`src/rtl/byte_tx_pkg.sv`:
```
// Shared definitions for the byte_tx serial transmitter.
// Contents: FSM state encoding, idle line level, data/counter widths.
package byte_tx_pkg;

    localparam int unsigned BYTE_W    = 8;
    localparam int unsigned BIT_CNT_W = 3;

    typedef enum logic [2:0] {
        IDLE   = 3'd0,
        START  = 3'd1,
        DATA   = 3'd2,
        PARITY = 3'd3,
        STOP   = 3'd4
    } state_e;

    localparam logic LINE_IDLE = 1'b1;

endpackage

```
`src/rtl/byte_tx_if.sv`:
```
// Data/line bundle between the upstream controller, byte_tx and the serial line.
// Signals: din (byte to send), txd (serial line), busy (frame on line),
// done (end-of-frame pulse).
// master: drives din, observes line/status. slave: the transmitter.
interface byte_tx_if;
    import byte_tx_pkg::*;

    logic [BYTE_W-1:0] din;
    logic              txd;
    logic              busy;
    logic              done;

    modport master (output din, input txd, input busy, input done);
    modport slave  (input din, output txd, output busy, output done);
endinterface

```
`src/rtl/byte_tx_baud_tick.sv`:
```
// baud_tick: DIV-cycle counter counting 0..DIV-1 with synchronous clear.
// Ports: clk, rst_n (async active-low), clear (restart at 0 next cycle),
// tick (count == DIV-1, registered), near (count == DIV-2, registered).
module baud_tick #(
    parameter int unsigned DIV = 8
) (
    input  logic clk,
    input  logic rst_n,
    input  logic clear,
    output logic tick,
    output logic near
);

    localparam int unsigned CW = (DIV > 1) ? $clog2(DIV) : 1;

    logic [CW-1:0] cnt_q;
    logic [CW-1:0] cnt_d;

    // Next count: wrap at DIV-1 or restart on clear
    always_comb begin
        cnt_d = cnt_q + CW'(1);
        if (clear || (cnt_q == CW'(DIV - 1))) begin
            cnt_d = '0;
        end
    end

    // Flags are registered against the next count so they line up with cnt_q
    always_ff @(posedge clk or negedge rst_n) begin
        if (!rst_n) begin
            cnt_q <= '0;
            tick  <= 1'b0;
            near  <= 1'b0;
        end else begin
            cnt_q <= cnt_d;
            tick  <= (cnt_d == CW'(DIV - 1));
            near  <= (cnt_d == CW'(DIV - 2));
        end
    end

endmodule

```
`src/rtl/byte_tx.sv`:
```
// byte_tx: sends a byte as an 8N1 frame on txd whenever din changes.
// Ports: clk, rst_n (async active-low), bus (byte_tx_if.slave: din, txd,
// busy, done). DIV = CLK_FREQ/BAUD clock cycles per bit, DIV >= 2.
// Only the latest changed byte is held for sending (one-entry hold).
// Build option: define BYTE_TX_PARITY_EN for 8E1 (even parity bit).
module byte_tx
    import byte_tx_pkg::*;
#(
    parameter int unsigned CLK_FREQ = 50_000_000,
    parameter int unsigned BAUD     = 115200
) (
    input  logic       clk,
    input  logic       rst_n,
    byte_tx_if.slave   bus
);

    localparam int unsigned DIV = CLK_FREQ / BAUD;

    state_e                 state_q, state_d;
    logic [BYTE_W-1:0]      din_q;
    logic                   pend_q, pend_d;
    logic [BYTE_W-1:0]      pend_data_q, pend_data_d;
    logic [BYTE_W-1:0]      shift_q, shift_d;
    logic [BIT_CNT_W-1:0]   bit_cnt_q, bit_cnt_d;
    logic                   txd_q, txd_d;
    logic                   busy_q, busy_d;
    logic                   done_q, done_d;
    logic                   clear_c;
    logic                   tick;
    logic                   near;
`ifdef BYTE_TX_PARITY_EN
    logic                   par_q, par_d;
`endif

    // Bit-period timer, restarted on every state entry and while idle
    baud_tick #(.DIV(DIV)) u_baud_tick (
        .clk   (clk),
        .rst_n (rst_n),
        .clear (clear_c),
        .tick  (tick),
        .near  (near)
    );

    // State register and registered line/status outputs
    always_ff @(posedge clk or negedge rst_n) begin
        if (!rst_n) begin
            state_q     <= IDLE;
            din_q       <= '0;
            pend_q      <= 1'b0;
            pend_data_q <= '0;
            shift_q     <= '0;
            bit_cnt_q   <= '0;
            txd_q       <= LINE_IDLE;
            busy_q      <= 1'b0;
            done_q      <= 1'b0;
`ifdef BYTE_TX_PARITY_EN
            par_q       <= 1'b0;
`endif
        end else begin
            state_q     <= state_d;
            din_q       <= bus.din;
            pend_q      <= pend_d;
            pend_data_q <= pend_data_d;
            shift_q     <= shift_d;
            bit_cnt_q   <= bit_cnt_d;
            txd_q       <= txd_d;
            busy_q      <= busy_d;
            done_q      <= done_d;
`ifdef BYTE_TX_PARITY_EN
            par_q       <= par_d;
`endif
        end
    end

    // Next-state, hold register and output decode
    always_comb begin
        state_d     = state_q;
        pend_d      = pend_q;
        pend_data_d = pend_data_q;
        shift_d     = shift_q;
        bit_cnt_d   = bit_cnt_q;
`ifdef BYTE_TX_PARITY_EN
        par_d       = par_q;
`endif

        case (state_q)
            IDLE: begin
                if (pend_q) begin
                    state_d = START;
                    shift_d = pend_data_q;
                    pend_d  = 1'b0;
`ifdef BYTE_TX_PARITY_EN
                    par_d   = ^pend_data_q;
`endif
                end
            end
            START: begin
                if (tick) begin
                    state_d = DATA;
                end
            end
            DATA: begin
                if (tick) begin
                    shift_d   = {1'b0, shift_q[BYTE_W-1:1]};
                    bit_cnt_d = bit_cnt_q + BIT_CNT_W'(1);
                    if (bit_cnt_q == BIT_CNT_W'(BYTE_W - 1)) begin
`ifdef BYTE_TX_PARITY_EN
                        state_d = PARITY;
`else
                        state_d = STOP;
`endif
                    end
                end
            end
`ifdef BYTE_TX_PARITY_EN
            PARITY: begin
                if (tick) begin
                    state_d = STOP;
                end
            end
`endif
            STOP: begin
                if (tick) begin
                    state_d = IDLE;
                end
            end
            default: begin
                state_d = IDLE;
            end
        endcase

        // A new byte overrides the idle-load clear on the same edge
        if (bus.din != din_q) begin
            pend_d      = 1'b1;
            pend_data_d = bus.din;
        end

        clear_c = (state_d != state_q) || (state_q == IDLE);

        // Line level follows the state being entered, so txd is a clean flop
        case (state_d)
            START:   txd_d = 1'b0;
            DATA:    txd_d = shift_d[0];
`ifdef BYTE_TX_PARITY_EN
            PARITY:  txd_d = par_d;
`endif
            default: txd_d = LINE_IDLE;
        endcase

        busy_d = (state_d != IDLE);
        // near in STOP means the next cycle is the last one of the frame
        done_d = (state_q == STOP) && near;
    end

    assign bus.txd  = txd_q;
    assign bus.busy = busy_q;
    assign bus.done = done_q;

endmodule

```
`src/flat_wrapper.sv`:
```
// flat-port wrapper written by rule: the top's interface ports become plain ports
module byte_tx_flat import byte_tx_pkg::*;
#(
    parameter int unsigned CLK_FREQ = 50_000_000,
    parameter int unsigned BAUD     = 115200
)
  (clk, rst_n, bus_din, bus_txd, bus_busy, bus_done);
  byte_tx_if bus_i ();
  input  logic clk;
  input  logic rst_n;
  input wire logic [$bits(bus_i.din)-1:0] bus_din;
  output wire logic [$bits(bus_i.txd)-1:0] bus_txd;
  output wire logic [$bits(bus_i.busy)-1:0] bus_busy;
  output wire logic [$bits(bus_i.done)-1:0] bus_done;
  assign bus_i.din = bus_din;
  assign bus_txd = bus_i.txd;
  assign bus_busy = bus_i.busy;
  assign bus_done = bus_i.done;
  byte_tx #(.CLK_FREQ(CLK_FREQ), .BAUD(BAUD)) u_core (.clk(clk), .rst_n(rst_n), .bus(bus_i));
endmodule
```
`config.mk`:
```
export PLATFORM = sky130hd
export DESIGN_NAME = byte_tx_flat
export DESIGN_NICKNAME = d
export VERILOG_FILES = /design/src/rtl/byte_tx_pkg.sv /design/src/rtl/byte_tx_if.sv /design/src/rtl/byte_tx_baud_tick.sv /design/src/rtl/byte_tx.sv /design/src/flat_wrapper.sv
export SDC_FILE = /design/constraint.sdc
export NUM_CORES = 1
export LEC_CHECK = 0
export BUFFER_PORTS_ARGS = -buffer_cell sky130_fd_sc_hd__buf_4
export CAP_MARGIN = 40
export CORE_MARGIN = 4
export CORE_UTILIZATION = 45
export DETAILED_ROUTE_END_ITERATION = 10
export SYNTH_ARGS = -nofsm -noshare
export SYNTH_HDL_FRONTEND = slang
export SYNTH_SLANG_ARGS = --single-unit
```
`constraint.sdc`:
```
create_clock -name clk -period 1.96 [get_ports clk]
set_clock_uncertainty 0.05 [all_clocks]
set_input_delay 0 -clock clk [delete_from_list [all_inputs] [get_ports clk]]
set_output_delay 0 -clock clk [all_outputs]
set_load 0.03 [all_outputs]
```
==> results.tsv, run 1 <==
metric	value	unit
worst-path cell with the longest stage delay	dfrtp_1	
Worst EP required	2.11	ns
antenna diode count	0	
Root Buffer	clkbuf_8	
dpl cell area	2220	sq um
compound-cell area share of the yosys netlist	8.64	%
final hold violation count	0	
total gr overflow	0	
die width	75.6	um
Vias/cell	5.32	
FF-to-FF Start	u_core.u_baud_tick.cnt_q[0]	
Hold WC Path Type	primary input to asynchronous set/reset pin	
Crit Path Max Fanout	11	
post-cts resize count	0	
fillers	385	
post-layout net count	215	
synthesized area	2060	sq um
WL/cell	13.7	um
area share of and/or/nand/nor cells after synthesis	19.1	%
H-tree depth	2	
worst path cell trace	ha_1, nand3_1, nor2_1, a211oi_1, buf_4, nor4b_4	
Total Wirelength	3.49	mm
Ports	13	
asr flop ratio synth	100	%
clock buffer depth	2	
CTS tree	built	
Peak Freq	555	MHz
Reg area	1130	sq um
worst skew pair latency	0.29	ns
combinational family with the most area after synthesis	simple AND/OR/NAND/NOR gates	
DIE AREA	5720	sq um
CTS Buf Count	5	
Worst EP arrival	1.95	ns
final number of setup-violating endpoints	0	
Final Cycle Share	91.9	%
register area share after synthesis	54.8	%
GP Congestion	0.932	
height of the die	75.6	um
CORE AREA	4380	sq um
cell row count	24	
slew margin rel.	63.3	%
Startpoint Class	register	
worst slack, placed	0.177	ns
finished layout cell area	2390	sq um
Top FF cell, synth	dfrtp_1	
TNS Setup	0	ns
max_cap viols	0	
most frequent cells in the layout	dfrtp_1 (44), nand2_1 (21), buf_4 (19)	
Netlist cell types	45	
largest net degree at the start of global routing	46	
DR pass1 iterations	4	
Routed Antenna Nets	0	
via count	1352	
Clock Sinks	45	
synthesized flop and latch total	45	
FF-to-FF setup slack	0.16	ns
GRT Total Usage	13.8	%
commonest non-fill, non-tap cell in the layout	dfrtp_1	
DRC	0	
Min Clock Period, post-route	1.80	ns
synth warn	0	
Tot Pwr	1.59	mW
initial antenna violation count	0	
final slew viol count	0	
CP endpoint kind	register	
Post-Synth Adder-Cell Area	2.43	%
ratio of total power to cell area	665	nW/um^2
Worst-Margin Slew	0.551	ns
Starting Density	46.9	%
leakage	1.04	nW
R2R cell count	6	
first-pass GRT wire length	5.94	mm
Synth Area per Inst	11.9	sq um
crit path kind	register to register	
Synth Area in XOR/XNOR	6.39	%
Post-synth EDFFs	0	
multi-input logic area	875	sq um
vias in the first global route	1316	
syn_nets	187	
CP peak stage delay	0.54	ns
cells after synthesis	173	
layout cells sized above 1	22.3	%
post-DP HPWL	2.39	mm
area grow syn2layout	16.4	%
status	finished, final reports clean	
Worst Slack Setup Final	0.159	ns
# Post-CTS Setup Buffers	0	
CTS clk-pin slew, worst paths	0.08	ns
PortBufs	12	
post-synthesis mux area share	5.96	%
first-iteration detailed-routing DRC count	48	
worst IR drop on VDD	0.000394	V
r2r endpoint	u_core.u_baud_tick.near	
RSZ-0062 raised after global routing	no	
-- metal layers --
layer | up-vias | GRT usage [%] | part of all wire (%) | wire length, um
met4 | 0 | 4.66 | 1.4 | 49
met2 | 34 | 22.0 | 49 | 1690
met1 | 650 | 18.0 | 45 | 1550
met3 | 5 | 3.96 | 5.4 | 190
li1 | 663 | - | - | -
met5 | - | 0 | 0 | 0
-- cell usage after synthesis, types with 2 or more instances --
cell,number,area share (%)
inv_1,3,0.55
nor3_1,4,0.97
xor2_1,3,1.3
nand2b_1,2,0.61
and4bb_2,2,1.2
a21oi_1,4,0.97
nand3_1,4,0.97
nand4_1,2,0.61
nand2_1,21,3.8
a22oi_1,8,2.9
nor4b_4,2,2.3
nand4b_1,2,0.85
nor2_2,2,0.61
mux2_2,10,5.5
buf_2,4,0.97
xnor2_1,12,5.1
ha_1,4,2.4
dfrtp_1,44,54
nor2_1,12,2.2
nand3b_1,3,1.1
-- worst max path at each step --
stage | slack (ns) | endpoint | startpoint | cells past startpoint
after floorplan | 0.35 | u_core.u_baud_tick.near | u_core.u_baud_tick.cnt_q[1] | 5
after global placement | 0.24 | u_core.u_baud_tick.cnt_q[5] | u_core.u_baud_tick.cnt_q[0] | 5
after detailed placement | 0.18 | u_core.u_baud_tick.near | u_core.u_baud_tick.cnt_q[0] | 6
after CTS | 0.16 | u_core.u_baud_tick.near | u_core.u_baud_tick.cnt_q[0] | 6
after global routing | 0.003 | u_core.u_baud_tick.near | u_core.u_baud_tick.cnt_q[0] | 6
final | 0.16 | u_core.u_baud_tick.near | u_core.u_baud_tick.cnt_q[0] | 6
-- worst max-delay path: cells and delay by family (launching register included) --
kind / cells / cell delay (ns)
buf+inv: 1 / 0.16
fa+ha+maj: 1 / 0.34
compound gates: 1 / 0.08
simple gates: 3 / 0.53
flops: 1 / 0.54
-- power by group --
| group | internal, mW | switching (mW) | total [mW] |
|---|---|---|---|
| Sequential | 0.954 | 0.0128 | 0.967 |
| Clock | 0.252 | 0.289 | 0.541 |
| Combinational | 0.0455 | 0.0393 | 0.0848 |
-- flip-flops by register name, indices dropped and copies added, names as in the netlist, 3 cells and up --
| register | count |
|---|---|
| u_core.bit_cnt_q | 3 |
| u_core.din_q | 8 |
| u_core.pend_data_q | 8 |
| u_core.shift_q | 8 |
| u_core.state_q | 3 |
| u_core.u_baud_tick.cnt_q | 9 |
-- per-stage QoR --
step / util [%] / hold slack, ns / std cells
final: 54.6 / 0.176 / 254
after global routing: 54.6 / 0.250 / 254
after CTS: 54.6 / 0.201 / 254
after detailed placement: 50.7 / -0.0139 / 237
after global placement: 50.7 / -0.0248 / 237
after floorplan: - / -0.346 / 173
-- final cells by class --
class / count / area share [%]
sequential: 45 / 47.1
tap: 52 / 2.72
clock buffer: 7 / 3.19
inverter: 3 / 0.470
timing repair buffer: 28 / 9.72
multi-input combinational: 118 / 36.5
clock inverter: 1 / 0.313
-- cells by family (layout without fill, tap and decap cells) --
logic type                 count (synthesis)  after routing
AOI/OAI and AO/OA                         22             22
xor gates and xnor gates                  15             15
DFF                                       45             45
adders and majority gates                  4              4
muxes                                     11             11
and+or+nand+nor                           66             66
buffers and inverters                     10             39
-- timing repair --
| action | CTS | global route |
|---|---|---|
| hold buffers | 9 | 0 |
| hold endpoints to repair | 60 | 0 |
| endpoints found under the setup margin | 0 | 0 |
No activity file was read; power rests on OpenSTA's default activity.
==> run 2, diff against run 1 <==
CORE_UTILIZATION = 50   (was 45)
PLACE_DENSITY = 0.68   (was unset)
==> results.tsv, run 2 (synthesis results as in run 1) <==
metric	value	unit
Final Cycle Share	90.3	%
Biggest register	u_core.u_baud_tick.cnt_q	
post-route insts no fill	249	
Hold WC Path Type	primary input to asynchronous set/reset pin	
fillers	313	
DIE AREA	5200	sq um
area grow syn2layout	17.2	%
first-pass GRT wire length	6.35	mm
worst skew pair latency	0.30	ns
Switch Pwr	0.368	mW
FF-to-FF setup slack	0.19	ns
Tot Pwr	1.76	mW
layout cells sized above 1	23.1	%
Sequential Power Share	55.1	%
Crit Path Max Fanout	8	
R2R cell count	6	
CTS tree	built	
multi-input logic area	880	sq um
max_cap viols	0	
GRT Total Usage	15.7	%
cell row count	23	
CORE AREA	4000	sq um
Total Wirelength	3.54	mm
slew margin rel.	64.8	%
initial antenna violation count	0	
commonest non-fill, non-tap cell in the layout	dfrtp_1	
largest net degree at the start of global routing	46	
Worst Slack Setup Final	0.191	ns
Setup crit start	u_core.u_baud_tick.cnt_q[1]	
Worst EP required	2.11	ns
Worst-Margin Slew	0.528	ns
CTS Buf Count	5	
post-DP HPWL	2.48	mm
ratio of total power to cell area	728	nW/um^2
Ports	13	
final slew viol count	0	
Reg area	1130	sq um
Routed Antenna Nets	0	
Startpoint Class	register	
final design utilization	60.2	%
worst slack, placed	0.137	ns
Root Buffer	clkbuf_8	
H-tree depth	2	
Int Power	1.39	mW
most frequent cells in the layout	dfrtp_1 (43), nand2_1 (21), buf_4 (16)	
CP endpoint kind	register	
Inst Count DP	232	
final hold violation count	0	
CTS clk-pin slew, worst paths	0.09	ns
TNS Setup	0	ns
first-iteration detailed-routing DRC count	75	
switching part of the total power	21.0	%
clock power share	40.1	%
height of the die	72.1	um
RSZ-0062 raised after global routing	no	
clock buffer depth	2	
total gr overflow	0	
r2r endpoint	u_core.u_baud_tick.near	
worst setup path endpoint	u_core.u_baud_tick.near	
Worst EP arrival	1.92	ns
via count	1361	
max reg flops	9	
GP Congestion	0.785	
worst IR drop on VDD	0.000577	V
FF-to-FF Start	u_core.u_baud_tick.cnt_q[1]	
Starting Density	51.4	%
status	finished, final reports clean	
DRC	0	
die width	72.1	um
antenna diode count	0	
final number of setup-violating endpoints	0	
leakage	1.04	nW
crit path kind	register to register	
Peak Freq	565	MHz
WL/cell	14.2	um
PortBufs	12	
Clock Sinks	45	
Vias/cell	5.47	
DR pass1 iterations	4	
Min Clock Period, post-route	1.77	ns
post-layout net count	212	
Logic pwr share	4.8	%
vias in the first global route	1404	
[run 2: critical path, cell delays in order, from the launching register on]
cell and delay (ns):
dfrtp_1 0.48, ha_1 0.35, nand3_1 0.19, nor2_1 0.12, a211oi_1 0.09, buf_4 0.16
nor4b_4 0.24
[run 2: power groups by stage]
stage               logic (mW)  clock network [mW]  registers, mW
floorplan               0.0309                   0          0.981
detailed placement      0.0733                   0          0.985
finish                  0.0847               0.704          0.966
CTS                     0.0880               0.726          0.966
global route            0.0972               0.778          0.969
global placement        0.0700                   0          0.983
[run 2: routing by layer]
layer  GRT usage, %  part of all wire [%]  vias up
li1               -                     -      658
met4           7.31                   2.1        0
met5              0                     0        -
met3           4.16                   3.3        8
met2           25.5                    50       23
met1           19.5                    44      672
[run 2: what timing repair did]
action                                  CTS  global route
buffers inserted                          0             0
hold buffers                              9             0
hold endpoints to repair                 61             0
endpoints found under the setup margin    0            10
resized for setup                         0             2
[run 2: worst min path at each step]
stage                                endpoint  slack, ns  cells after the start
after floorplan           u_core.bit_cnt_q[0]      -0.35                      0
after global placement      u_core.state_q[1]      -0.03                      1
after detailed placement    u_core.state_q[2]      -0.02                      1
after CTS                   u_core.state_q[2]       0.19                      2
after global routing        u_core.state_q[1]       0.22                      2
final                       u_core.state_q[1]       0.17                      2
[run 2: layout make-up]
| type | count | share of cell area (%) |
|---|---|---|
| clock buffer | 5 | 2.86 |
| clock inverter | 3 | 2.02 |
| inverter | 3 | 0.467 |
| multi-input combinational | 118 | 36.5 |
| sequential | 45 | 46.8 |
| tap | 50 | 2.60 |
| timing repair buffer | 25 | 8.72 |
[run 2: metrics by stage]
step	hold slack (ns)	area [sq um]
after floorplan	-0.346	2060
after global placement	-0.0334	2200
after detailed placement	-0.0247	2200
after CTS	0.189	2400
after global routing	0.218	2410
final	0.167	2410
==> run 3, diff against run 2 <==
CORE_UTILIZATION = 30   (was 50)
PLACE_DENSITY = unset   (was 0.68)
==> results.tsv, run 3 (synthesis results as in run 1) <==
metric	value	unit
status	finished, final reports clean	
fillers	605	
Hold WC Path Type	primary input to asynchronous set/reset pin	
CP peak stage delay	0.54	ns
Routed Antenna Nets	0	
CP endpoint kind	register	
Vias/cell	4.65	
crit path kind	register to register	
final hold violation count	0	
worst skew pair latency	0.29	ns
Peak Freq	554	MHz
CORE AREA	6490	sq um
R2R cell count	6	
Clock Sinks	45	
hold_buf cts	9	
Starting Density	31.7	%
Startpoint Class	register	
Worst-Margin Slew	0.555	ns
Worst Slack Setup Final	0.154	ns
WL/cell	11.9	um
DIE AREA	8250	sq um
Total Wirelength	3.30	mm
post-layout net count	213	
antenna diode count	0	
height of the die	90.8	um
initial antenna violation count	0	
dpl cell area	2240	sq um
Worst EP arrival	1.96	ns
first-pass GRT wire length	5.83	mm
Final Cycle Share	92.1	%
worst slack, placed	0.184	ns
post-route insts no fill	277	
hold slack final	0.184	ns
worst IR drop on VDD	0.000284	V
RSZ-0062 raised after global routing	no	
Tot Pwr	1.73	mW
largest net degree at the start of global routing	46	
via count	1288	
max_cap viols	0	
CTS Buf Count	5	
CTS tree	built	
die width	90.8	um
cell row count	29	
GP Congestion	0.729	
slew margin rel.	63.0	%
Root Buffer	clkbuf_8	
max reg flops	9	
TNS Setup	0	ns
ratio of total power to cell area	710	nW/um^2
commonest non-fill, non-tap cell in the layout	dfrtp_1	
DRC	0	
Crit Path Max Fanout	11	
finished layout cell area	2440	sq um
Worst EP required	2.11	ns
CTS clk-pin slew, worst paths	0.08	ns
worst path cell trace	ha_1, nand3_1, nor2_1, a211oi_1, buf_4, nor4b_4	
GRT Total Usage	8.89	%
area grow syn2layout	18.6	%
final slew viol count	0	
PortBufs	12	
layout cells sized above 1	22.0	%
first-iteration detailed-routing DRC count	75	
# Post-CTS Setup Buffers	0	
total gr overflow	0	
worst-path cell with the longest stage delay	dfrtp_1	
vias in the first global route	1286	
clock buffer depth	2	
Inst Count DP	260	
post-DP HPWL	2.27	mm
most frequent cells in the layout	dfrtp_1 (44), nand2_1 (21), buf_4 (17)	
leakage	1.04	nW
final design utilization	37.5	%
Min Clock Period, post-route	1.81	ns
final number of setup-violating endpoints	0	
DR pass1 iterations	4	
H-tree depth	2	
Biggest register	u_core.u_baud_tick.cnt_q	
Ports	13	
post-cts resize count	0	
## run 3: final timing paths
path | endpoint | startpoint | slack (ns)
max | u_core.u_baud_tick.near | u_core.u_baud_tick.cnt_q[0] | 0.15
min | u_core.u_baud_tick.cnt_q[1] | rst_n | 0.18
max reg2reg | u_core.u_baud_tick.near | u_core.u_baud_tick.cnt_q[0] | 0.15
min reg2reg | u_core.shift_q[0] | u_core.shift_q[0] | 0.43
max in group asynchronous | u_core.bus.txd | rst_n | 1.29
min in group clk | u_core.din_q[7] | bus_din[7] | 0.32
## run 3: critical path, delay by kind of cell, from the launching register on
| family | cells | cell delay (ns) |
|---|---|---|
| DFF | 1 | 0.54 |
| buffers and inverters | 1 | 0.16 |
| AOI/OAI and AO/OA | 1 | 0.08 |
| and+or+nand+nor | 3 | 0.54 |
| adders and majority gates | 1 | 0.34 |
## run 3: area by class of cell
type,instances,area (sq um),area share [%]
timing repair buffer,26,218,8.93
clock buffer,6,72.6,2.98
sequential,45,1130,46.2
inverter,3,11.3,0.462
clock inverter,2,38.8,1.59
multi-input combinational,118,875,35.9
tap,77,96.3,3.95
## run 3: layer usage
metal	global-route usage (%)	share of wire, %	vias to the layer above
met1	11.2	49	610
met5	0	0	-
met3	2.58	2.8	5
met2	13.7	46	12
met4	4.90	2.6	0
li1	-	-	661
## run 3: power by group
part	total [mW]	switching [mW]	internal, mW	leakage (nW)
Combinational	0.0851	0.0397	0.0454	0.445
Clock	0.681	0.299	0.383	0.0554
Sequential	0.966	0.0123	0.953	0.544
Total	1.73	0.351	1.38	1.04
